**config.mk**
```make
export PLATFORM = sky130hd
export DESIGN_NAME = mac_accum_sched_flat
export DESIGN_NICKNAME = d
export VERILOG_FILES = /design/src/rtl/mac_accum_sched_pkg.sv /design/src/rtl/mac_accum_sched_if.sv /design/src/rtl/mac_accum_sched_accum_lane_bank.sv /design/src/rtl/mac_accum_sched.sv /design/src/flat_wrapper.sv
export SDC_FILE = /design/constraint.sdc
export NUM_CORES = 1
export LEC_CHECK = 0
export ABC_CLOCK_PERIOD_IN_PS = 6200
export CORE_MARGIN = 10
export CORE_UTILIZATION = 61
export DETAILED_ROUTE_END_ITERATION = 7
export PLACE_DENSITY = 0.86
export SYNTH_ARGS = -nofsm -noshare
export SYNTH_HDL_FRONTEND = slang
export SYNTH_SLANG_ARGS = --single-unit
```
**constraint.sdc**
```tcl
create_clock -name clk -period 6.2 [get_ports clk]
set_input_delay 0.62 -clock clk [delete_from_list [all_inputs] [get_ports clk]]
set_output_delay 0.62 -clock clk [all_outputs]
set_load 0.05 [all_outputs]
```
**src/rtl/mac_accum_sched_pkg.sv**
```systemverilog
// Shared types and decode helpers for the MAC accumulate/drain sequencer.
package mac_sched_pkg;

    typedef enum logic [1:0] {
        StIdle  = 2'd0,
        StAccum = 2'd1,
        StDrain = 2'd2
    } state_e;

    localparam logic [1:0] MODE_LANE = 2'd0;
    localparam logic [1:0] MODE_PAIR = 2'd1;
    localparam logic [1:0] MODE_ALL  = 2'd2;

    localparam logic [2:0] SEL_NONE = 3'b000;
    localparam logic [2:0] SEL_L0   = 3'b001;
    localparam logic [2:0] SEL_L1   = 3'b011;
    localparam logic [2:0] SEL_L2   = 3'b101;
    localparam logic [2:0] SEL_L3   = 3'b111;
    localparam logic [2:0] SEL_P01  = 3'b010;
    localparam logic [2:0] SEL_P23  = 3'b110;
    localparam logic [2:0] SEL_ALL  = 3'b100;

    function automatic logic [2:0] slot_count(input logic [1:0] mode);
        case (mode)
            MODE_LANE: return 3'd4;
            MODE_PAIR: return 3'd2;
            default:   return 3'd1;
        endcase
    endfunction

    function automatic logic [2:0] slot_sel(input logic [1:0] mode, input logic [1:0] slot);
        case (mode)
            MODE_LANE: begin
                case (slot)
                    2'd0:    return SEL_L0;
                    2'd1:    return SEL_L1;
                    2'd2:    return SEL_L2;
                    default: return SEL_L3;
                endcase
            end
            MODE_PAIR: return slot[0] ? SEL_P23 : SEL_P01;
            default:   return SEL_ALL;
        endcase
    endfunction

endpackage

```
**src/rtl/mac_accum_sched_if.sv**
```systemverilog
// Config, input-vector and result-stream signals of the MAC sequencer.
interface mac_accum_sched_if #(
    parameter int unsigned PSUM_WIDTH = 16,
    parameter int unsigned DATA_WIDTH = 25,
    parameter int unsigned VEC_LENGTH = 4,
    parameter int unsigned LEN_WIDTH  = 8
);
    logic [1:0]                   cfg_mode;
    logic [LEN_WIDTH-1:0]         cfg_len;
    logic                         in_valid;
    logic                         in_ready;
    logic signed [PSUM_WIDTH-1:0] in_data [VEC_LENGTH];
    logic                         out_valid;
    logic                         out_ready;
    logic signed [DATA_WIDTH+1:0] out_data;
    logic [2:0]                   out_sel;
    logic                         out_last;

    modport master (
        output cfg_mode, cfg_len, in_valid, in_data, out_ready,
        input  in_ready, out_valid, out_data, out_sel, out_last
    );

    modport slave (
        input  cfg_mode, cfg_len, in_valid, in_data, out_ready,
        output in_ready, out_valid, out_data, out_sel, out_last
    );
endinterface

```
**src/rtl/mac_accum_sched_accum_lane_bank.sv**
```systemverilog
// Per-lane signed accumulators: load overwrites, add accumulates with wrap.
module accum_lane_bank #(
    parameter int unsigned VEC_LENGTH = 4,
    parameter int unsigned DATA_WIDTH = 25
) (
    input  logic                         clk,
    input  logic                         reset,
    input  logic                         load_i,
    input  logic                         add_i,
    input  logic signed [DATA_WIDTH-1:0] data_i [VEC_LENGTH],
    output logic signed [DATA_WIDTH-1:0] lane_o [VEC_LENGTH]
);
    logic signed [DATA_WIDTH-1:0] lane_q [VEC_LENGTH];
    logic signed [DATA_WIDTH-1:0] lane_d [VEC_LENGTH];

    always_comb begin
        for (int i = 0; i < VEC_LENGTH; i++) begin
            lane_d[i] = lane_q[i];
            if (load_i) begin
                lane_d[i] = data_i[i];
            end else if (add_i) begin
                lane_d[i] = lane_q[i] + data_i[i];
            end
        end
    end

    always_ff @(posedge clk or posedge reset) begin
        if (reset) begin
            for (int i = 0; i < VEC_LENGTH; i++) lane_q[i] <= '0;
        end else begin
            for (int i = 0; i < VEC_LENGTH; i++) lane_q[i] <= lane_d[i];
        end
    end

    assign lane_o = lane_q;
endmodule

```
**src/rtl/mac_accum_sched.sv**
```systemverilog
// Accumulates a configurable number of 4-lane partial-sum beats, then drains
// per-lane, pair or four-lane reductions onto a valid/ready stream.
module mac_accum_sched
    import mac_sched_pkg::*;
#(
    parameter int unsigned PSUM_WIDTH = 16,
    parameter int unsigned DATA_WIDTH = 25,
    parameter int unsigned VEC_LENGTH = 4,
    parameter int unsigned LEN_WIDTH  = 8
) (
    input  logic               clk,
    input  logic               reset,
    mac_accum_sched_if.slave   bus,
    output logic               busy
);
    if (VEC_LENGTH != 4) begin : g_vec_len_check
        $error("mac_accum_sched supports VEC_LENGTH == 4 only");
    end

    state_e               state_q, state_d;
    logic [LEN_WIDTH-1:0] beat_cnt_q, beat_cnt_d;
    logic [LEN_WIDTH-1:0] len_q, len_d;
    logic [1:0]           mode_q, mode_d;
    logic [1:0]           slot_q, slot_d;
    logic [LEN_WIDTH-1:0] eff_len;
    logic                 lane_load, lane_add, last_slot;

    logic signed [DATA_WIDTH-1:0] data_ext [VEC_LENGTH];
    logic signed [DATA_WIDTH-1:0] lane_q   [VEC_LENGTH];
    logic signed [DATA_WIDTH:0]   pair_lo, pair_hi;
    logic signed [DATA_WIDTH+1:0] sum_all;

    always_comb begin
        for (int i = 0; i < VEC_LENGTH; i++) begin
            data_ext[i] = {{(DATA_WIDTH-PSUM_WIDTH){bus.in_data[i][PSUM_WIDTH-1]}}, bus.in_data[i]};
        end
    end

    accum_lane_bank #(
        .VEC_LENGTH(VEC_LENGTH),
        .DATA_WIDTH(DATA_WIDTH)
    ) u_lane_bank (
        .clk   (clk),
        .reset (reset),
        .load_i(lane_load),
        .add_i (lane_add),
        .data_i(data_ext),
        .lane_o(lane_q)
    );

    assign eff_len   = (bus.cfg_len == '0) ? LEN_WIDTH'(1) : bus.cfg_len;
    assign last_slot = (({1'b0, slot_q} + 3'd1) == slot_count(mode_q));

    always_comb begin
        state_d    = state_q;
        beat_cnt_d = beat_cnt_q;
        len_d      = len_q;
        mode_d     = mode_q;
        slot_d     = slot_q;
        lane_load  = 1'b0;
        lane_add   = 1'b0;
        unique case (state_q)
            StIdle: begin
                if (bus.in_valid) begin
                    lane_load  = 1'b1;
                    mode_d     = (bus.cfg_mode == 2'd3) ? MODE_ALL : bus.cfg_mode;
                    len_d      = eff_len;
                    beat_cnt_d = LEN_WIDTH'(1);
                    slot_d     = '0;
                    state_d    = (eff_len == LEN_WIDTH'(1)) ? StDrain : StAccum;
                end
            end
            StAccum: begin
                if (bus.in_valid) begin
                    lane_add   = 1'b1;
                    beat_cnt_d = beat_cnt_q + LEN_WIDTH'(1);
                    if (beat_cnt_d == len_q) state_d = StDrain;
                end
            end
            StDrain: begin
                if (bus.out_ready) begin
                    if (last_slot) begin
                        state_d = StIdle;
                        slot_d  = '0;
                    end else begin
                        slot_d = slot_q + 2'd1;
                    end
                end
            end
            default: state_d = StIdle;
        endcase
    end

    always_ff @(posedge clk or posedge reset) begin
        if (reset) begin
            state_q    <= StIdle;
            beat_cnt_q <= '0;
            len_q      <= '0;
            mode_q     <= MODE_LANE;
            slot_q     <= '0;
        end else begin
            state_q    <= state_d;
            beat_cnt_q <= beat_cnt_d;
            len_q      <= len_d;
            mode_q     <= mode_d;
            slot_q     <= slot_d;
        end
    end

    // Every term is sign-extended by one bit per adder level so sums never wrap.
    always_comb begin
        pair_lo = {lane_q[0][DATA_WIDTH-1], lane_q[0]} + {lane_q[1][DATA_WIDTH-1], lane_q[1]};
        pair_hi = {lane_q[2][DATA_WIDTH-1], lane_q[2]} + {lane_q[3][DATA_WIDTH-1], lane_q[3]};
        sum_all = {pair_lo[DATA_WIDTH], pair_lo} + {pair_hi[DATA_WIDTH], pair_hi};
    end

    always_comb begin
        bus.in_ready  = (state_q != StDrain);
        bus.out_valid = (state_q == StDrain);
        busy          = (state_q != StIdle);
        bus.out_sel   = bus.out_valid ? slot_sel(mode_q, slot_q) : SEL_NONE;
        bus.out_last  = bus.out_valid && last_slot;
        case (bus.out_sel)
            SEL_L0:  bus.out_data = {{2{lane_q[0][DATA_WIDTH-1]}}, lane_q[0]};
            SEL_L1:  bus.out_data = {{2{lane_q[1][DATA_WIDTH-1]}}, lane_q[1]};
            SEL_L2:  bus.out_data = {{2{lane_q[2][DATA_WIDTH-1]}}, lane_q[2]};
            SEL_L3:  bus.out_data = {{2{lane_q[3][DATA_WIDTH-1]}}, lane_q[3]};
            SEL_P01: bus.out_data = {pair_lo[DATA_WIDTH], pair_lo};
            SEL_P23: bus.out_data = {pair_hi[DATA_WIDTH], pair_hi};
            SEL_ALL: bus.out_data = sum_all;
            default: bus.out_data = '0;
        endcase
    end
endmodule

```
**src/flat_wrapper.sv**
```systemverilog
// flat-port wrapper written by rule: the top's interface ports become plain ports
module mac_accum_sched_flat import mac_sched_pkg::*;
#(
    parameter int unsigned PSUM_WIDTH = 16,
    parameter int unsigned DATA_WIDTH = 25,
    parameter int unsigned VEC_LENGTH = 4,
    parameter int unsigned LEN_WIDTH  = 8
)
  (clk, reset, busy, bus_cfg_mode, bus_cfg_len, bus_in_valid, bus_in_data, bus_out_ready, bus_in_ready, bus_out_valid, bus_out_data, bus_out_sel, bus_out_last);
  mac_accum_sched_if #(.PSUM_WIDTH(PSUM_WIDTH), .DATA_WIDTH(DATA_WIDTH), .VEC_LENGTH(VEC_LENGTH), .LEN_WIDTH(LEN_WIDTH)) bus_i ();
  input  logic clk;
  input  logic reset;
  output logic busy;
  input wire logic [$bits(bus_i.cfg_mode)-1:0] bus_cfg_mode;
  input wire logic [$bits(bus_i.cfg_len)-1:0] bus_cfg_len;
  input wire logic [$bits(bus_i.in_valid)-1:0] bus_in_valid;
  input wire logic [$bits(bus_i.in_data)-1:0] bus_in_data;
  input wire logic [$bits(bus_i.out_ready)-1:0] bus_out_ready;
  output wire logic [$bits(bus_i.in_ready)-1:0] bus_in_ready;
  output wire logic [$bits(bus_i.out_valid)-1:0] bus_out_valid;
  output wire logic [$bits(bus_i.out_data)-1:0] bus_out_data;
  output wire logic [$bits(bus_i.out_sel)-1:0] bus_out_sel;
  output wire logic [$bits(bus_i.out_last)-1:0] bus_out_last;
  assign bus_i.cfg_mode = bus_cfg_mode;
  assign bus_i.cfg_len = bus_cfg_len;
  assign bus_i.in_valid = bus_in_valid;
  assign bus_i.in_data = {>>{bus_in_data}};
  assign bus_i.out_ready = bus_out_ready;
  assign bus_in_ready = bus_i.in_ready;
  assign bus_out_valid = bus_i.out_valid;
  assign bus_out_data = bus_i.out_data;
  assign bus_out_sel = bus_i.out_sel;
  assign bus_out_last = bus_i.out_last;
  mac_accum_sched #(.PSUM_WIDTH(PSUM_WIDTH), .DATA_WIDTH(DATA_WIDTH), .VEC_LENGTH(VEC_LENGTH), .LEN_WIDTH(LEN_WIDTH)) u_core (.clk(clk), .reset(reset), .bus(bus_i), .busy(busy));
endmodule
```
==> results of run 1 <==
-- area by class of cell --
cell class / instances / area, um^2 / area share
repair buffers: 129 / 1250 / 0.0750
inverters: 62 / 235 / 0.0141
clock inverters: 15 / 153 / 0.00916
well taps: 319 / 399 / 0.0240
multi-input cells: 1598 / 11100 / 0.669
clock buffers: 17 / 425 / 0.0255
flip-flops and latches: 122 / 3060 / 0.183
-- Yosys cell counts, types with 26 or more instances --
master / number / area share
nand2b_1: 28 / 0.012
dfrtp_1: 122 / 0.21
inv_1: 61 / 0.016
clkbuf_1: 55 / 0.014
xnor2_1: 98 / 0.059
nor2_1: 117 / 0.030
nand3_1: 37 / 0.013
a21oi_1: 212 / 0.073
nand2_1: 195 / 0.050
o21a_1: 30 / 0.015
xor2_1: 47 / 0.028
nor3_1: 28 / 0.0096
nor2b_1: 26 / 0.011
o21ai_0: 194 / 0.067
ha_1: 176 / 0.15
mux2i_1: 74 / 0.051
a21o_1: 49 / 0.025
-- layer usage --
metal,up-vias,part of all wire
li1,7022,-
met4,0,0.031
met5,-,0
met3,98,0.082
met2,626,0.46
met1,6953,0.42
-- final timing paths --
check / start / slack [ns] / to / cells past startpoint
max in group asynchronous: reset / 4.22 / u_core.u_lane_bank.lane_o[61] / 3
min in group asynchronous: reset / 0.71 / u_core.u_lane_bank.lane_o[27] / 2
max reg2reg: u_core.u_lane_bank.lane_o[51] / 2.18 / u_core.u_lane_bank.lane_o[73] / 12
max: u_core.u_lane_bank.lane_o[0] / 0.24 / bus_out_data[25] / 23
min reg2reg: u_core.beat_cnt_q[7] / 0.51 / u_core.beat_cnt_q[7] / 2
min: u_core.beat_cnt_q[7] / 0.51 / u_core.beat_cnt_q[7] / 2
-- cell families after synthesis --
logic type | after synthesis | synth area share
flip-flops | 122 | 0.209
XOR/XNOR | 147 | 0.0901
multiplexers | 84 | 0.0585
AO/OA/AOI/OAI | 683 | 0.291
AND/OR/NAND/NOR | 501 | 0.158
adder cells (fa/ha/maj) | 183 | 0.161
buffers and inverters | 126 | 0.0324
-- metrics by stage --
| stage | utilization | TNS (ns) | hold slack, ns | std cells |
|---|---|---|---|---|
| 4_1_cts | 0.705 | 0 | 0.512 | 2256 |
| 3_5_place_dp | 0.681 | 0 | 0.496 | 2224 |
| 3_3_place_gp | 0.681 | 0 | 0.485 | 2224 |
| 6_report | 0.710 | 0 | 0.513 | 2262 |
| 5_1_grt | 0.710 | -0.0346 | 0.530 | 2262 |
| 2_1_floorplan | - | 0 | 0.466 | 1846 |
-- cell usage in the layout (no fill, tap or decap), types with 13 or more instances in the layout --
cell type	count
a211oi_1	20
clkdlybuf4s50_1	98
nor3_1	27
o22ai_1	19
nor2b_1	24
o21a_1	30
buf_4	24
o211ai_1	17
o21ai_0	193
nor2_1	116
nand2b_1	28
and3_1	16
clkbuf_16	17
nand2_1	194
inv_1	60
or3_1	15
nand3_1	37
a31oi_1	19
xnor2_1	96
o21bai_1	13
mux2i_1	74
a21o_1	49
a21oi_1	210
dfrtp_1	121
xor2_1	47
ha_1	175
-- state kept, by name (all words and copies together) (netlist names) --
register and cells:
u_core.u_lane_bank.lane_o 100, u_core.beat_cnt_q 8, u_core.len_q 8, u_core.mode_q 2
u_core.slot_q 2, u_core.state_q 2
-- repair_timing --
action / in CTS / in global routing
gates resized for setup: 1 / 22
endpoints found under the hold margin: 0 / 0
pin swaps: 0 / 6
setup buffers: 0 / 6
endpoints found under the setup margin: 1 / 10
cloned: 0 / 0
-- tightest hold or removal path, delay by kind of cell, from the launching register on --
family,cells,cell delay [ns]
flip-flops,1,0.36
AO/OA/AOI/OAI,1,0.06
AND/OR/NAND/NOR,1,0.05
==> results.cfg, run 1 <==
[finish]
final_nets = 2191
area_delta_synth_final_pct = 14.2
design_area_um2 = 16700
num-fill-cells = 1934
drive_gt1_frac = 0.0520
antenna_cells = 0

[global_route]
grt_use_total = 0.285
antenna_found_initial = 0
top_usage_layer = met2
gr-total-overflow = 0
use_met3 = 0.0405
grtUsageMet2 = 0.464
grt_pass1_vias = 14100
grt_pass1_wl_mm = 71.8
met1_usage = 0.374
grt_max_degree = 103

[critical_path]
cp_cell_sequence = ha_1, inv_1, fa_1, nor2b_2, o2111ai_2, a41oi_2, o21ai_0, nand2b_1, a31oi_1, xnor2_1, ha_1, a21o_1, a21o_1, a21oi_1, nand2_1, a21oi_2, o21ai_1, and2_1, a2111o_1, a41oi_2, xor2_1, o21ai_2, buf_12
critical_path.top_delay_family = compound AO/OA/AOI/OAI gates
cp-start-kind = flip-flop
critPathSlowestCell = a2111o_1
timing_worst_setup_path_type = reg -> out
critPathMaxFanout = 5
crit_buf_inv = 2
critPathCaptureType = output pin
slowest_delay_ns = 0.45
critical_path_required_ns = 5.58
cp.arrival_ns = 5.34

[synthesis]
syn_area_per_cell_um2 = 7.90
yosysWarnings = 0
yosysSeqAreaShare = 0.209
synthCells = 1846
synth_seq_cells = 122
synth_area_um2 = 14600
synth.distinct_cells = 79
syn_nets = 2107
async_flop_share = 1.00
synth-edff-count = 0
synth_ff_type = dfrtp_1

[drt]
finalWirelength_mm = 45.3
postRouteAntennaNets = 0
drcViolationCount = 0
wl_per_cell_um = 20.0
vias_per_cell = 6.50
drt_first_pass_iters = 8
drtIter0Drc = 1282
dr_total_vias = 14700

[floorplan]
core_um2 = 23500
dieHeight_um = 175
ioPinCount = 112
die_area_um2 = 30500
die_x_um = 175
start_util = 0.622
fp-row-count = 56

[clock_network]
insertion_delay_ns = 0.44
htreeDepth = 4
cts.clk_slew.worst_paths_ns = 0.07
clock_sinks = 122
cts_buffers = 17
ctsLongestPathBuffers = 2
cts_tree = done
cts_hold_buf = 0
cts-root-buf = clkbuf_16

[place]
placed_area_um2 = 16000
routabilityCongestion = 0.948
dp_hpwl_mm = 34.2
io_buffers = 111
post-place-ws_ns = 0.403

[sta]
skew_ns = 0.0179
maxSlewViolCount = 0
setup_violations = 0
slew_headroom = 0.173
fin_crit_ns = 5.96
worst_slack_ns = 0.243
tightest_slew_ns = 1.21
hold_viol_final = 0
finalCritPeriodShare = 0.961
fmax_mhz = 168

[outcome]
outcome = finished, final reports clean

[worst_hold_path]
hold_path_class = reg -> reg

[job]
maxCapViolations = 0
Power of run 1 is not shown: default switching activity piles up to over one toggle a cycle in this logic, so the estimate is an artifact.
==> run 2: changes to the inputs <==
--- a/config.mk
+++ b/config.mk
@@ -6,7 +6,7 @@
 export NUM_CORES = 1
 export LEC_CHECK = 0
 export ABC_CLOCK_PERIOD_IN_PS = 6200
-export CORE_MARGIN = 10
+export CORE_MARGIN = 2
 export CORE_UTILIZATION = 61
 export DETAILED_ROUTE_END_ITERATION = 7
 export PLACE_DENSITY = 0.86
==> results.cfg, run 2 (synthesized netlist as in run 1, its figures left out) <==
[sta]
tightest_slew_ns = 1.18
maxSlewViolCount = 0
fin_crit_ns = 5.98
setup_violations = 0
slew_headroom = 0.212
hold_viol_final = 0
finalCritPeriodShare = 0.964
worst_slack_ns = 0.221
grt_setup_unrepaired = yes
skew_ns = 0.0119
fmax_mhz = 167

[drt]
finalWirelength_mm = 43.7
dr_total_vias = 14600
drcViolationCount = 0
postRouteAntennaNets = 0
drtIter0Drc = 1319
wl_per_cell_um = 19.4
vias_per_cell = 6.46
drt_first_pass_iters = 5

[finish]
mostFrequentLayoutCells = 210 x a21oi_1, 194 x nand2_1, 193 x o21ai_0
drive_gt1_frac = 0.0490
largest_register_ffs = 100
antenna_cells = 0
final_nets = 2186
final_common_cell = a21oi_1
area_delta_synth_final_pct = 14.0

[floorplan]
dieHeight_um = 159
fp-row-count = 56
die_area_um2 = 25200
die_x_um = 159
core_um2 = 23500
ioPinCount = 112
start_util = 0.622

[global_route]
antenna_found_initial = 0
grt_max_degree = 99
grtUsageMet2 = 0.570
use_met3 = 0.0585
gr-total-overflow = 0
met1_usage = 0.472
grt_pass1_wl_mm = 69.0
grt_use_total = 0.350
grt_pass1_vias = 13800
top_usage_layer = met2

[clock_network]
cts.clk_slew.worst_paths_ns = 0.07
cts_hold_buf = 0
insertion_delay_ns = 0.44
post_cts_buffers = 0
ctsLongestPathBuffers = 2
cts_buffers = 17
htreeDepth = 4
clock_sinks = 122
cts_tree = done
cts-root-buf = clkbuf_16

[critical_path]
critical_path_required_ns = 5.58
critPathCaptureType = output pin
cp-startpoint = u_core.u_lane_bank.lane_o[50]
cp-start-kind = flip-flop
critPathMaxFanout = 5
cp.arrival_ns = 5.36
ff2ff_setup_slack_ns = 2.34
r2r_start = u_core.u_lane_bank.lane_o[51]
timing_worst_setup_path_type = reg -> out
r2r-end = u_core.u_lane_bank.lane_o[73]
rr_worst_depth = 12
crit_end = bus_out_data[25]

[outcome]
outcome = finished, final reports clean

[place]
dp_hpwl_mm = 32.9
post-place-ws_ns = 0.397
routabilityCongestion = 0.957
io_buffers = 111

[worst_hold_path]
hold_path_class = reg -> reg

[job]
maxCapViolations = 0
-- run 2: through the flow --
stage          area, um^2  cells  TNS, ns  hold slack (ns)  utilization
5_1_grt             16600   2257  -0.0328            0.549        0.709
3_3_place_gp        16000   2225        0            0.483        0.681
6_report            16600   2257        0            0.524        0.709
2_1_floorplan       14600   1846        0            0.466            -
3_5_place_dp        16000   2225        0            0.521        0.681
4_1_cts             16600   2257        0            0.536        0.706
-- run 2: area by class of cell --
cell class / instances / area [um^2]
flip-flops and latches: 122 / 3060
fillers: 1913 / 6840
well taps: 319 / 399
repair buffers: 124 / 1210
multi-input cells: 1598 / 11200
inverters: 62 / 235
clock inverters: 15 / 153
clock buffers: 17 / 425
-- run 2: worst min-delay path by stage --
stage	to	slack [ns]	depth (start not counted)	start
after global placement	u_core.beat_cnt_q[1]	0.48	2	u_core.beat_cnt_q[1]
after detailed placement	u_core.len_q[2]	0.52	1	u_core.len_q[2]
final	u_core.beat_cnt_q[1]	0.52	2	u_core.beat_cnt_q[1]
after CTS	u_core.beat_cnt_q[1]	0.54	2	u_core.beat_cnt_q[1]
after global routing	u_core.len_q[5]	0.55	1	u_core.len_q[5]
after floorplan	u_core.beat_cnt_q[1]	0.47	2	u_core.beat_cnt_q[1]
-- run 2: routing by layer --
metal | routed length (um) | vias up
met5 | 0 | -
met1 | 19100 | 6931
met2 | 19700 | 563
met4 | 1320 | 0
li1 | - | 7008
met3 | 3640 | 82
-- run 2: repair_timing --
action,CTS,global route
pin swaps,0,5
resized for setup,2,24
endpoints found under the setup margin,2,13
-- run 2: worst max-delay path: stages, from the launching register on --
cell and delay [ns]:
dfrtp_1 0.41, ha_1 0.24, inv_1 0.08, fa_1 0.21, nor2b_1 0.07, o31a_1 0.26, o31a_1 0.36, nor4_4 0.23
o31ai_2 0.10, a21oi_1 0.24, o21bai_1 0.16, a21oi_2 0.24, xnor2_2 0.17, ha_4 0.26, a21o_1 0.18, a21o_1 0.17
a21oi_1 0.12, o21ai_1 0.12, and2_1 0.17, a2111o_1 0.46, a41oi_2 0.20, xor2_1 0.20, o21ai_2 0.09, buf_12 0.17
Power of run 2 is left out for the same reason.
==> run 3: changes to the inputs <==
--- a/config.mk
+++ b/config.mk
@@ -8,8 +8,11 @@
 export ABC_CLOCK_PERIOD_IN_PS = 6200
 export CORE_MARGIN = 2
 export CORE_UTILIZATION = 61
+export CTS_CLUSTER_SIZE = 8
 export DETAILED_ROUTE_END_ITERATION = 7
 export PLACE_DENSITY = 0.86
+export RECOVER_POWER = 25
+export REMOVE_ABC_BUFFERS = 1
 export SYNTH_ARGS = -nofsm -noshare
 export SYNTH_HDL_FRONTEND = slang
 export SYNTH_SLANG_ARGS = --single-unit
==> results.cfg, run 3 (synthesized netlist as in run 1, its figures left out) <==
[clock_network]
ctsLongestPathBuffers = 2
cts.clk_slew.worst_paths_ns = 0.07
cts_buffers = 17
clock_sinks = 122
htreeDepth = 4
cts-root-buf = clkbuf_16
insertion_delay_ns = 0.44
cts_tree = done

[sta]
holdWs_ns = 0.505
fmax_mhz = 163
hold_viol_final = 0
setup_violations = 0
slew_headroom = -1.41
maxSlewViolCount = 78
fin_crit_ns = 6.13
skew_ns = 0.0151
grt_setup_unrepaired = yes
finalCritPeriodShare = 0.988
tightest_slew_ns = 3.60
worst_slack_ns = 0.0721

[drt]
postRouteAntennaNets = 0
dr_total_vias = 14700
drcViolationCount = 0
wl_per_cell_um = 19.5
drt_first_pass_iters = 8
finalWirelength_mm = 44.0
vias_per_cell = 6.51
drtIter0Drc = 1135

[critical_path]
crit_buf_inv = 2
timing_worst_setup_path_type = reg -> out
slowest_delay_ns = 0.46
critical_path_required_ns = 5.58
critPathSlowestCell = a2111o_1
critical_path.top_delay_family = compound AO/OA/AOI/OAI gates
critPathCaptureType = output pin
cp-start-kind = flip-flop
cp.arrival_ns = 5.51
critPathMaxFanout = 5
cp_cell_sequence = ha_1, inv_1, fa_1, nor2b_1, o31a_1, o31a_1, nor4_4, o31ai_2, a21oi_2, o21bai_1, a21oi_2, xnor2_1, ha_1, a21o_1, a21o_1, a21oi_1, o21ai_0, and2_1, a2111o_1, a41oi_2, xor2_1, o21ai_2, buf_12

[global_route]
grt_use_total = 0.352
grt_max_degree = 103
grt_pass1_wl_mm = 70.1
antenna_found_initial = 0
grt_pass1_vias = 14100
gr-total-overflow = 0

[place]
routabilityCongestion = 0.990
place_inst = 2222
post-place-ws_ns = 0.362
dp_hpwl_mm = 32.7
io_buffers = 111

[floorplan]
die_area_um2 = 25200
ioPinCount = 112
fp-row-count = 56
die_x_um = 159
dieHeight_um = 159
core_um2 = 23500
start_util = 0.622

[finish]
final_nets = 2184
post-route-util = 0.707
final_common_cell = a21oi_1
antenna_cells = 0
final-instance-count-excl-fill = 2255
largest_register_ffs = 100
area_delta_synth_final_pct = 13.7
mostFrequentLayoutCells = 209 x a21oi_1, 194 x o21ai_0, 194 x nand2_1
drive_gt1_frac = 0.0475
num-fill-cells = 1905

[job]
maxCapViolations = 1

[outcome]
outcome = finished with violations
violations = max-capacitance violations, max-slew violations

[worst_hold_path]
hold_path_class = reg -> reg
## run 3: cell types whose count changed in the layout (fill, tap and decap cells not counted), moves of 2 or more
| cell | previous run | this run |
|---|---|---|
| xnor2_1 | 96 | 98 |
| dlygate4sd2_1 | 0 | 2 |
| xnor2_2 | 2 | 0 |
| clkdlybuf4s50_1 | 99 | 97 |
| dlymetal6s2s_1 | 5 | 3 |
## run 3: layout make-up
type                            count  area, um^2  share of cell area
Multi-Input combinational cell   1598       11100               0.671
Sequential cell                   122        3060               0.184
Timing Repair Buffer              122        1190              0.0717
Clock buffer                       17         425              0.0256
Tap cell                          319         399              0.0241
Inverter                           62         234              0.0141
Clock inverter                     15         153             0.00920
## run 3: worst paths after layout
check / startpoint / cells after the start / slack, ns / endpoint
setup / recovery: u_core.u_lane_bank.lane_o[75] / 23 / 0.07 / bus_out_data[25]
hold / removal: u_core.beat_cnt_q[1] / 2 / 0.50 / u_core.beat_cnt_q[1]
setup reg to reg: u_core.u_lane_bank.lane_o[51] / 12 / 2.18 / u_core.u_lane_bank.lane_o[73]
hold reg to reg: u_core.beat_cnt_q[1] / 2 / 0.50 / u_core.beat_cnt_q[1]
max in group asynchronous: reset / 2 / 2.54 / u_core.state_q[0]
min in group asynchronous: reset / 2 / 1.70 / u_core.u_lane_bank.lane_o[43]
## run 3: routing by layer
metal  vias to the layer above  part of all wire  wire length (um)  GRT usage
li1                       7013                 -                 -          -
met1                      6951              0.42             18700      0.467
met2                       605              0.46             20300      0.581
met3                       105             0.085              3730     0.0544
met4                         0             0.031              1350      0.129
met5                         -                 0                 0          0
## run 3: worst register-to-register path: stages, from the launching register on
cell and delay, ns:
dfrtp_1 0.43, ha_1 0.29, a21o_1 0.19, a21oi_1 0.25
o21bai_1 0.18, o311a_1 0.35, a2111oi_0 0.93, o2111ai_1 0.31
nand2_1 0.14, o2111ai_1 0.20, o31ai_1 0.30, xor2_1 0.22
o22ai_1 0.11
## run 3: stage by stage
stage | area [um^2] | TNS (ns)
after floorplan | 14300 | -74.34
after global placement | 16000 | 0
after detailed placement | 16000 | 0
after CTS | 16500 | 0
after global routing | 16600 | -0.233
final | 16600 | 0
## run 3: repair_timing
item	4_1_cts	5_1_grt
buffers inserted	0	1
pin swaps	0	4
endpoints found under the setup margin	4	9
hold buffers	0	0
resized for setup	4	15
Power of run 3 is left out for the same reason.
